$ cat src/rtl/calc_ctrl_gen.sv
// rtl/calc_ctrl_gen.sv - keypad calculator sequencer driving an external add/sub/mul unit over start/done.
// Define CALC_CHAIN_EN to let an operator key in SHOW reuse the shown result as operand A.
module calc_ctrl_gen #(
    parameter int WIDTH      = 16,
    parameter int MAX_DIGITS = 5,
    parameter int TIMEOUT    = 64
) (
    input  logic             clk,
    input  logic             nRST,
    input  logic [3:0]       key_digit,
    input  logic             key_valid,
    input  logic [1:0]       op_sel,
    input  logic             op_valid,
    input  logic             neg_key,
    input  logic             equal_key,
    input  logic             clear_key,
    output logic             exe_start,
    output logic [1:0]       exe_op,
    output logic [WIDTH-1:0] exe_a,
    output logic [WIDTH-1:0] exe_b,
    input  logic             exe_done,
    input  logic [WIDTH-1:0] exe_result,
    input  logic             exe_ovf,
    output logic [WIDTH-1:0] display_value,
    output logic             busy,
    output logic             complete,
    output logic             overflow,
    output logic             error,
    output logic             entry_err
);
    localparam int DW = $clog2(MAX_DIGITS + 1);
    localparam int CW = $clog2(TIMEOUT + 1);
    localparam logic [WIDTH+3:0] MAX_MAG = {5'b0, {(WIDTH-1){1'b1}}};

    typedef enum logic [2:0] {ENTER_A, ENTER_B, ISSUE, WAIT, SHOW} state_t;
    state_t state, next_state;

    logic [WIDTH-1:0] mag_a, mag_b, result_q, val_a, val_b, cur_mag;
    logic             sign_a, sign_b;
    logic [DW-1:0]    dig_a, dig_b, cur_dig;
    logic [1:0]       op_q;
    logic [CW-1:0]    cnt;
    logic [WIDTH+3:0] cur_w, new_mag;
    logic in_entry, sel_equal, sel_op, sel_neg, sel_digit;
    logic op_acc, neg_acc, eq_acc, digit_ok, reject, dig_acc, dig_rej;
    logic done_hit, timeout_hit, chain_load, key_accept;

    assign val_a = sign_a ? -mag_a : mag_a;
    assign val_b = sign_b ? -mag_b : mag_b;

    // Only the highest-priority strobe present is considered, even if that key is then ignored.
    assign sel_equal = !clear_key && equal_key;
    assign sel_op    = !clear_key && !equal_key && op_valid;
    assign sel_neg   = !clear_key && !equal_key && !op_valid && neg_key;
    assign sel_digit = !clear_key && !equal_key && !op_valid && !neg_key && key_valid;

    assign in_entry = (state == ENTER_A) || (state == ENTER_B);
    assign cur_mag  = (state == ENTER_B) ? mag_b : mag_a;
    assign cur_dig  = (state == ENTER_B) ? dig_b : dig_a;
    assign cur_w    = {4'b0, cur_mag};
    assign new_mag  = (cur_w << 3) + (cur_w << 1) + {{WIDTH{1'b0}}, key_digit};
    // A zero magnitude after the digit means a leading zero, which does not use up a digit slot.
    assign reject   = ((new_mag != '0) && (cur_dig >= DW'(MAX_DIGITS))) || (new_mag > MAX_MAG);

    assign op_acc   = sel_op && (op_sel != 2'b11) && in_entry;
    assign neg_acc  = sel_neg && in_entry;
    assign eq_acc   = sel_equal && (state == ENTER_B);
    assign digit_ok = sel_digit && (key_digit <= 4'd9);
    assign dig_acc  = digit_ok && ((state == SHOW) || (in_entry && !reject));
    assign dig_rej  = digit_ok && in_entry && reject;

    assign done_hit    = ((state == ISSUE) || (state == WAIT)) && exe_done;
    assign timeout_hit = (state == WAIT) && !exe_done && (cnt == CW'(TIMEOUT - 1));

`ifdef CALC_CHAIN_EN
    logic [WIDTH-1:0] abs_res;
    assign abs_res    = result_q[WIDTH-1] ? -result_q : result_q;
    assign chain_load = (state == SHOW) && sel_op && (op_sel != 2'b11);
`else
    assign chain_load = 1'b0;
`endif

    assign key_accept = chain_load || op_acc || neg_acc || eq_acc || dig_acc;

    always_ff @(posedge clk or negedge nRST) begin
        if (!nRST) state <= ENTER_A;
        else       state <= next_state;
    end

    always_comb begin
        next_state = state;
        case (state)
            ENTER_A: if (op_acc) next_state = ENTER_B;
            ENTER_B: if (eq_acc) next_state = ISSUE;
            ISSUE:   next_state = exe_done ? SHOW : WAIT;
            WAIT:    if (exe_done || timeout_hit) next_state = SHOW;
            SHOW: begin
                if (digit_ok)        next_state = ENTER_A;
                else if (chain_load) next_state = ENTER_B;
            end
            default: next_state = ENTER_A;
        endcase
        if (clear_key) next_state = ENTER_A;
    end

    always_ff @(posedge clk or negedge nRST) begin
        if (!nRST) begin
            mag_a <= '0; mag_b <= '0; sign_a <= 1'b0; sign_b <= 1'b0;
            dig_a <= '0; dig_b <= '0; op_q <= 2'b00; result_q <= '0; cnt <= '0;
            overflow <= 1'b0; error <= 1'b0; entry_err <= 1'b0;
        end else begin
            entry_err <= 1'b0;
            cnt <= (state == WAIT) ? cnt + 1'b1 : '0;
            if (clear_key) begin
                mag_a <= '0; mag_b <= '0; sign_a <= 1'b0; sign_b <= 1'b0;
                dig_a <= '0; dig_b <= '0; op_q <= 2'b00; result_q <= '0;
                overflow <= 1'b0; error <= 1'b0;
            end else if (done_hit) begin
                result_q <= exe_result;
                overflow <= exe_ovf;
            end else if (timeout_hit) begin
                result_q <= '0;
                overflow <= 1'b0;
                error    <= 1'b1;
            end else begin
                if (key_accept) error <= 1'b0;
`ifdef CALC_CHAIN_EN
                if (chain_load) begin
                    mag_a <= abs_res; sign_a <= result_q[WIDTH-1]; dig_a <= DW'(MAX_DIGITS);
                    op_q  <= op_sel;  mag_b <= '0; sign_b <= 1'b0; dig_b <= '0;
                end
`endif
                if (op_acc) begin
                    op_q <= op_sel;
                    if (state == ENTER_A) begin
                        mag_b <= '0; sign_b <= 1'b0; dig_b <= '0;
                    end
                end else if (neg_acc) begin
                    if (state == ENTER_B) sign_b <= ~sign_b;
                    else                  sign_a <= ~sign_a;
                end else if (dig_rej) begin
                    entry_err <= 1'b1;
                    error     <= 1'b1;
                end else if (dig_acc) begin
                    if (state == SHOW) begin
                        mag_a  <= {{(WIDTH-4){1'b0}}, key_digit};
                        dig_a  <= (key_digit != 4'd0) ? DW'(1) : '0;
                        sign_a <= 1'b0;
                        mag_b  <= '0; sign_b <= 1'b0; dig_b <= '0;
                    end else if (state == ENTER_B) begin
                        mag_b <= new_mag[WIDTH-1:0];
                        if (new_mag != '0) dig_b <= dig_b + 1'b1;
                    end else begin
                        mag_a <= new_mag[WIDTH-1:0];
                        if (new_mag != '0) dig_a <= dig_a + 1'b1;
                    end
                end
            end
        end
    end

    always_comb begin
        display_value = val_a;
        case (state)
            ENTER_B, ISSUE, WAIT: display_value = val_b;
            SHOW:                 display_value = result_q;
            default:              display_value = val_a;
        endcase
    end

    assign exe_start = (state == ISSUE);
    assign busy      = (state == ISSUE) || (state == WAIT);
    assign complete  = (state == SHOW);
    assign exe_op    = op_q;
    assign exe_a     = val_a;
    assign exe_b     = val_b;
endmodule

$ cat config.mk
export PLATFORM = sky130hd
export DESIGN_NAME = calc_ctrl_gen
export DESIGN_NICKNAME = d
export VERILOG_FILES = /design/src/rtl/calc_ctrl_gen.sv
export SDC_FILE = /design/constraint.sdc
export NUM_CORES = 1
export LEC_CHECK = 0
export CELL_PAD_IN_SITES_DETAIL_PLACEMENT = 0
export CELL_PAD_IN_SITES_GLOBAL_PLACEMENT = 1
export CORE_AREA = 2 2 179 93
export CTS_BUF_LIST = sky130_fd_sc_hd__clkbuf_16
export DETAILED_ROUTE_END_ITERATION = 10
export DIE_AREA = 0 0 181 95
export PLACE_DENSITY_LB_ADDON = 0.2
export SYNTH_ARGS = -nofsm -noshare
export SYNTH_HDL_FRONTEND = slang
export SYNTH_SLANG_ARGS = --single-unit
$ cat constraint.sdc
create_clock -name clk -period 5 [get_ports clk]
set_clock_uncertainty 0.15 [all_clocks]
set_input_delay 1 -clock clk [delete_from_list [all_inputs] [get_ports clk]]
set_output_delay 1 -clock clk [all_outputs]
set_load 0.01 [all_outputs]
==> impl_metrics.json, run 1 <==
{
  "status": "complete, no violations",
  "drt-initial-drc-count": 360,
  "core_area_sq_um": 15900,
  "r2r-start": "state[1]$_DFFE_PN0P_",
  "fin_crit_sh_pct": 96.4,
  "clkLatencyLatePin_ns": 0.34,
  "ios": 87,
  "synth_top_area_cell": "dfrtp_1",
  "hold_depth": 1,
  "r2r-end": "mag_b[11]$_DFFE_PN0P_",
  "path_max_fanout": 31,
  "gr-total-overflow": 0,
  "initial_core_util_pct": 36.1,
  "maxSlewViolCount": 0,
  "gp_congestion": 0.940,
  "grt_antenna_before_repair": 1,
  "netlist_instances": 706,
  "grt_start_max_net_pins": 38,
  "end_kind": "flip-flop",
  "synth.cell_area_sq_um": 5720,
  "rows": 33,
  "drive_above_1_share_pct": 10.6,
  "cts_buffers": 9,
  "port_buffers": 86,
  "synthFlopType": "dfrtp_1",
  "cts_tree": "yes",
  "dpl.cell_count": 1002,
  "hold_viol": 0,
  "critPathLaunchType": "input pin",
  "clockBufferDepth": 2,
  "final_cell_mix": "133 x nand2_1, 85 x clkdlybuf4s50_1, 71 x dfrtp_1, 64 x nor2_1, 51 x o21ai_0",
  "power_density_nw_per_um2": 514,
  "slowest_delay_ns": 0.58,
  "drt-wirelength-per-cell_microns": 18.0,
  "whs_endpoint": "cnt[0]$_DFF_PN0_",
  "post-route-util_pct": 46.1,
  "hold_path.class": "reg2reg",
  "async_reset_ff_share_pct": 100,
  "cpMostUsedCell": "fa_1",
  "synth_top_area_share_pct": 31.0,
  "min_from": "cnt[0]$_DFF_PN0_",
  "final_common_cell": "nand2_1",
  "fmax_ghz": 0.207,
  "ys_types": 65,
  "routed_wl_mm": 18.3,
  "final_nets": 873,
  "track_usage_pct": 21.6,
  "ys_seq_elements": 71,
  "ys_warn_count": 0,
  "period_needed_ns": 4.82,
  "grt_pass1_wl_mm": 28.9,
  "ir_drop_mv": 0.167,
  "yosys-top-cells-area": "dfrtp_1 31%, nand2_1 8.7%, ha_1 7.9%",
  "ys_seq_area_share_pct": 31.0,
  "first_pass_iters": 5,
  "dieArea_sq_um": 17200,
  "tightestPinTransition_ns": 0.858,
  "path_class": "in2reg",
  "crit_required_ns": 5.09,
  "via_per_inst": 5.51,
  "clk_pin_slew_ns": 0.06,
  "crit_chain": "clkdlybuf4s50_1 > fa_1 > inv_1 > fa_1 > nand2b_1 > a21o_1 > a211oi_2 > o21ai_0 > a222oi_1 > buf_4 > a41o_1 > nand4_1 > a31o_4 > buf_12 > o31ai_2",
  "synth_nets": 775,
  "worst_slack_ns": 0.180,
  "rrSetupSlack_ns": 0.22,
  "crit_slowest_cell": "fa_1",
  "drc": 0,
  "slew_headroom_pct": 42.8,
  "setup_violations": 0,
  "path_buf_inv": 4,
  "leakagePower_nw": 3.20,
  "clockRootBuffer": "clkbuf_16",
  "cts-htree-levels": 3,
  "clock_sinks": 71,
  "ant_nets": 0,
  "fp.dieH_microns": 95,
  "nFillCells": 1578,
  "grt_pass1_vias": 5156,
  "r2r_cells": 18,
  "pre_cts_ws_ns": -0.178,
  "finalNonFillerCells": 1018,
  "worst_ep_arrival_time_ns": 4.91,
  "n_antenna_cell": 0,
  "vias": 5606,
  "avgSynthCellArea_sq_um": 8.11,
  "synth_enable_flop_cells": 0,
  "syn2layout_area_growth_pct": 27.7,
  "critPathTopFamily": "compound AO/OA/AOI/OAI gates",
  "drv_cap": 0,
  "hpwl_mm": 14.6,
  "die_w_microns": 181,
  "ctsHoldBuffers": 0
}
==> how the worst max path moves through the flow <==
stage | from | slack [ns] | end | cells past startpoint
6_report | key_digit[3] | 0.18 | mag_b[11]$_DFFE_PN0P_ | 15
3_3_place_gp | key_digit[3] | -0.12 | mag_b[11]$_DFFE_PN0P_ | 15
4_1_cts | state[1]$_DFFE_PN0P_ | 0.09 | mag_b[11]$_DFFE_PN0P_ | 17
2_1_floorplan | state[1]$_DFFE_PN0P_ | 0.07 | mag_b[7]$_DFFE_PN0P_ | 20
5_1_grt | key_digit[3] | -0.03 | dig_a[2]$_DFFE_PN0P_ | 16
3_5_place_dp | key_digit[3] | -0.18 | mag_b[11]$_DFFE_PN0P_ | 15
==> routing by layer <==
layer,share of wire [%],up-vias,wire length (microns),GRT usage (%)
met3,6.0,9,1100,3.97
met5,0,-,0,0
met1,55,2701,10000,34.9
met4,0.65,0,118,3.59
met2,38,167,7030,29.2
li1,-,2729,-,-
==> cell families (layout without fill, tap and decap cells) <==
logic type,Yosys count,count (layout),synth area share (%)
xor gates and xnor gates,42,42,6.43
muxes,16,16,2.86
adders and majority gates,38,38,8.57
DFF,71,71,31.0
and+or+nand+nor,289,289,23.3
buffers and inverters,59,161,4.50
AOI/OAI and AO/OA,191,191,23.3
==> per-stage QoR <==
step | hold slack (ns) | cell area [sq um] | setup TNS (ns) | total power, W
3_3_place_gp | 0.303 | 6970 | -1.99 | 0.00306
5_1_grt | 0.354 | 7310 | -0.123 | 0.00401
3_5_place_dp | 0.307 | 6970 | -2.51 | 0.00307
6_report | 0.316 | 7310 | 0 | 0.00375
2_1_floorplan | 0.283 | 5720 | 0 | 0.00208
4_1_cts | 0.324 | 7260 | 0 | 0.00371
==> flip-flops by register name, indices dropped and copies added, names as in the netlist, 2 cells and up <==
signal,count
cnt,7
dig_a,3
dig_b,3
exe_op,2
mag_a,16
mag_b,16
result_q,16
state,3
==> worst register-to-register path, cell delays in order, from the launching register on <==
cell      delay (ns)
dfrtp_1         0.37
buf_4           0.16
nor2_1          0.16
and2_2          0.27
buf_4           0.24
nand2_1         0.08
nand2_1         0.11
ha_1            0.25
ha_1            0.41
a21oi_1         0.36
o21ai_0         0.19
or3_1           0.39
a222oi_1        0.38
buf_4           0.18
a41o_1          0.17
nand4_1         0.11
a31o_4          0.26
buf_12          0.16
o31ai_2         0.28
==> repair_timing <==
| item | CTS | global route |
|---|---|---|
| buffers inserted | 0 | 1 |
| endpoints found under the setup margin | 0 | 38 |
| resized for setup | 0 | 9 |
| hold endpoints to repair | 0 | 0 |
==> final cells by class <==
class / instances / area, sq um / share of cell area, %
clock buffers: 9 / 225 / 3.08
well taps: 210 / 263 / 3.60
inverters: 20 / 75.1 / 1.03
repair buffers: 126 / 1170 / 16.0
flip-flops and latches: 71 / 1780 / 24.3
clock inverters: 6 / 62.6 / 0.856
multi-input cells: 576 / 3740 / 51.1
==> synthesized netlist by cell type, types with 3 or more instances <==
cell,n
a211oi_1,3
a21o_1,12
a21oi_1,25
a22o_1,17
a31oi_1,4
and2_1,3
and3_1,4
and4_1,3
clkbuf_1,31
dfrtp_1,71
ha_1,36
inv_1,18
mux2i_1,15
nand2_1,133
nand2b_1,10
nand3_1,12
nand3b_1,3
nand4_1,6
nor2_1,65
nor3_1,9
o211ai_1,7
o21a_1,6
o21ai_0,53
o22ai_1,4
o31ai_1,26
o31ai_2,10
o41ai_1,3
or2_2,4
or3_1,23
or4_1,4
xnor2_1,33
xor2_1,9
==> report_power, final <==
part | switching, W | leakage (nW) | total, W | internal, W
logic | 0.00126 | 2.10 | 0.00229 | 0.00102
clock network | 0.000251 | 0.135 | 0.000632 | 0.000381
registers | 0.000157 | 0.968 | 0.000833 | 0.000676
No activity file was read; power rests on OpenSTA's default activity.
==> run 2: changes to the inputs <==
--- a/config.mk
+++ b/config.mk
@@ -11,6 +11,7 @@
 export CTS_BUF_LIST = sky130_fd_sc_hd__clkbuf_16
 export DETAILED_ROUTE_END_ITERATION = 10
 export DIE_AREA = 0 0 181 95
+export HOLD_SLACK_MARGIN = 0.15
 export PLACE_DENSITY_LB_ADDON = 0.2
 export SYNTH_ARGS = -nofsm -noshare
 export SYNTH_HDL_FRONTEND = slang
==> results of run 2 <==
No change in the layout: final DEF, timing and power equal those of run 1.
==> run 3: changes to the inputs <==
--- a/config.mk
+++ b/config.mk
@@ -7,10 +7,10 @@
 export LEC_CHECK = 0
 export CELL_PAD_IN_SITES_DETAIL_PLACEMENT = 0
 export CELL_PAD_IN_SITES_GLOBAL_PLACEMENT = 1
-export CORE_AREA = 2 2 179 93
-export CTS_BUF_LIST = sky130_fd_sc_hd__clkbuf_16
+export CORE_AREA = 2 2 177 92
+export CTS_BUF_LIST = sky130_fd_sc_hd__clkbuf_2
 export DETAILED_ROUTE_END_ITERATION = 10
-export DIE_AREA = 0 0 181 95
+export DIE_AREA = 0 0 179 94
 export HOLD_SLACK_MARGIN = 0.15
 export PLACE_DENSITY_LB_ADDON = 0.2
 export SYNTH_ARGS = -nofsm -noshare
==> run 3 against run 2 <==
  * Critical path depth fell by 4
  * Sequential share of layout area rose by 0.38 points
  * Critical path type is now reg2out
  * First-iteration DRC count grew 24%
  * Flip-flop and latch count stayed put
  * Clock power shrank 37%
  * Largest cell class unchanged
  * Die area decreased by 2.1%
  * Register-to-register slack improved by 0.04 ns
  * Utilization grew 1.3 points
==> impl_metrics.json, run 3 (synthesis gave the netlist of run 1 again) <==
{
  "end_kind": "output pin",
  "drv_cap": 0,
  "path_class": "reg2out",
  "drt-wirelength-per-cell_microns": 17.9,
  "hold_viol": 0,
  "grt_start_max_net_pins": 72,
  "n_antenna_cell": 0,
  "cts-htree-levels": 3,
  "r2r-end": "dig_b[0]$_DFFE_PN0P_",
  "first_pass_iters": 6,
  "syn2layout_area_growth_pct": 25.7,
  "hpwl_mm": 13.9,
  "final_nets": 873,
  "power_density_nw_per_um2": 486,
  "via_per_inst": 5.48,
  "die_w_microns": 179,
  "grt_pass1_vias": 5032,
  "gp_congestion": 0.881,
  "rrSetupSlack_ns": 0.26,
  "worst_ep_arrival_time_ns": 3.59,
  "clock_sinks": 71,
  "fin_crit_sh_pct": 94.7,
  "routed_wl_mm": 18.1,
  "final_cell_area_sq_um": 7190,
  "fp.dieH_microns": 94,
  "port_buffers": 86,
  "r2r_cells": 20,
  "post-route-util_pct": 47.4,
  "status": "complete, no violations",
  "cts_tree": "yes",
  "slew_headroom_pct": 37.8,
  "clockBufferDepth": 2,
  "period_needed_ns": 4.74,
  "critPathLaunchType": "flip-flop",
  "maxSlewViolCount": 0,
  "dieArea_sq_um": 16800,
  "gr-total-overflow": 0,
  "ir_drop_mv": 0.171,
  "ant_nets": 0,
  "rows": 32,
  "grt_pass1_wl_mm": 28.3,
  "drc": 0,
  "min_from": "cnt[0]$_DFF_PN0_",
  "final_cell_mix": "133 x nand2_1, 85 x clkdlybuf4s50_1, 71 x dfrtp_1, 64 x nor2_1, 49 x o21ai_0",
  "whs_endpoint": "cnt[0]$_DFF_PN0_",
  "final_common_cell": "nand2_1",
  "core_area_sq_um": 15200,
  "ios": 87,
  "tightestPinTransition_ns": 0.934,
  "hold_depth": 1,
  "fmax_ghz": 0.211,
  "nFillCells": 1524,
  "track_usage_pct": 22.0,
  "cts_buffers": 9,
  "setup_violations": 0,
  "drt-initial-drc-count": 447,
  "path_max_fanout": 6,
  "clk_pin_slew_ns": 0.21,
  "initial_core_util_pct": 37.7,
  "vias": 5554,
  "r2r-start": "state[2]$_DFFE_PN0P_",
  "clockRootBuffer": "clkbuf_2",
  "drive_above_1_share_pct": 11.6,
  "placed_cell_area_sq_um": 6960,
  "grt_antenna_before_repair": 0,
  "reg_top3": "mag_a (16), mag_b (16), result_q (16)",
  "ctsHoldBuffers": 0,
  "clkLatencyLatePin_ns": 0.56,
  "hold_path.class": "reg2reg",
  "crit_required_ns": 3.85,
  "leakagePower_nw": 3.17
}
[run 3: cell type report]
cell class / instances / area [sq um] / share of cell area (%)
Sequential cell: 71 / 1780 / 24.7
Clock inverter: 7 / 96.3 / 1.34
Inverter: 20 / 75.1 / 1.04
Tap cell: 204 / 255 / 3.55
Multi-Input combinational cell: 576 / 3770 / 52.4
Clock buffer: 9 / 45.0 / 0.626
Timing Repair Buffer: 126 / 1180 / 16.4
[run 3: what timing repair did]
item	in CTS	in global routing
setup endpoints to repair	4	41
pin swaps	0	6
setup buffers	0	2
resized for setup	1	19
[run 3: worst max path at each step]
| stage | startpoint | endpoint | slack [ns] | depth (start not counted) |
|---|---|---|---|---|
| 2_1_floorplan | state[1]$_DFFE_PN0P_ | mag_b[7]$_DFFE_PN0P_ | 0.07 | 20 |
| 3_3_place_gp | key_digit[3] | dig_b[1]$_DFFE_PN0P_ | -0.1 | 16 |
| 3_5_place_dp | key_digit[3] | dig_b[2]$_DFFE_PN0P_ | -0.16 | 15 |
| 4_1_cts | state[1]$_DFFE_PN0P_ | dig_b[2]$_DFFE_PN0P_ | 0.003 | 20 |
| 5_1_grt | state[2]$_DFFE_PN0P_ | dig_b[1]$_DFFE_PN0P_ | -0.02 | 20 |
| 6_report | mag_a[0]$_DFFE_PN0P_ | display_value[12] | 0.26 | 11 |
[run 3: per-layer routing]
| layer | track usage (%) | up-vias | wire length [microns] |
|---|---|---|---|
| met5 | 0 | - | 0 |
| met4 | 3.66 | 0 | 97 |
| met3 | 3.20 | 7 | 1210 |
| met2 | 30.9 | 189 | 7360 |
| met1 | 35.3 | 2626 | 9460 |
| li1 | - | 2732 | - |
[run 3: power by group]
| group | switching (W) | internal (W) | leakage [nW] | total, W |
|---|---|---|---|---|
| Sequential | 0.000182 | 0.000674 | 0.968 | 0.000856 |
| Clock | 0.000233 | 0.000167 | 0.0862 | 0.000401 |
| Combinational | 0.00122 | 0.00101 | 2.11 | 0.00224 |
| Total | 0.00164 | 0.00185 | 3.17 | 0.00349 |
[run 3: critical path, stage by stage (launching register included)]
cell	delay (ns)
dfrtp_1	0.54
inv_1	0.12
ha_1	0.16
nand2_1	0.06
or3_1	0.35
nand2b_1	0.21
o41ai_2	0.28
xnor2_1	0.27
nor2_1	0.06
or3_1	0.35
o21ai_0	0.08
clkdlybuf4s50_1	0.57
[run 3: stage by stage]
| stage | hold WS, ns | worst slack, ns | cells | setup TNS [ns] | total power [W] |
|---|---|---|---|---|---|
| final | 0.336 | 0.263 | 1013 | 0 | 0.00349 |
| after global placement | 0.301 | -0.0961 | 995 | -0.982 | 0.00302 |
| after detailed placement | 0.307 | -0.163 | 995 | -2.39 | 0.00304 |
| after floorplan | 0.283 | 0.0741 | 706 | 0 | 0.00208 |
| after CTS | 0.331 | 0.00280 | 1011 | 0 | 0.00344 |
| after global routing | 0.364 | -0.0169 | 1013 | -0.0334 | 0.00376 |
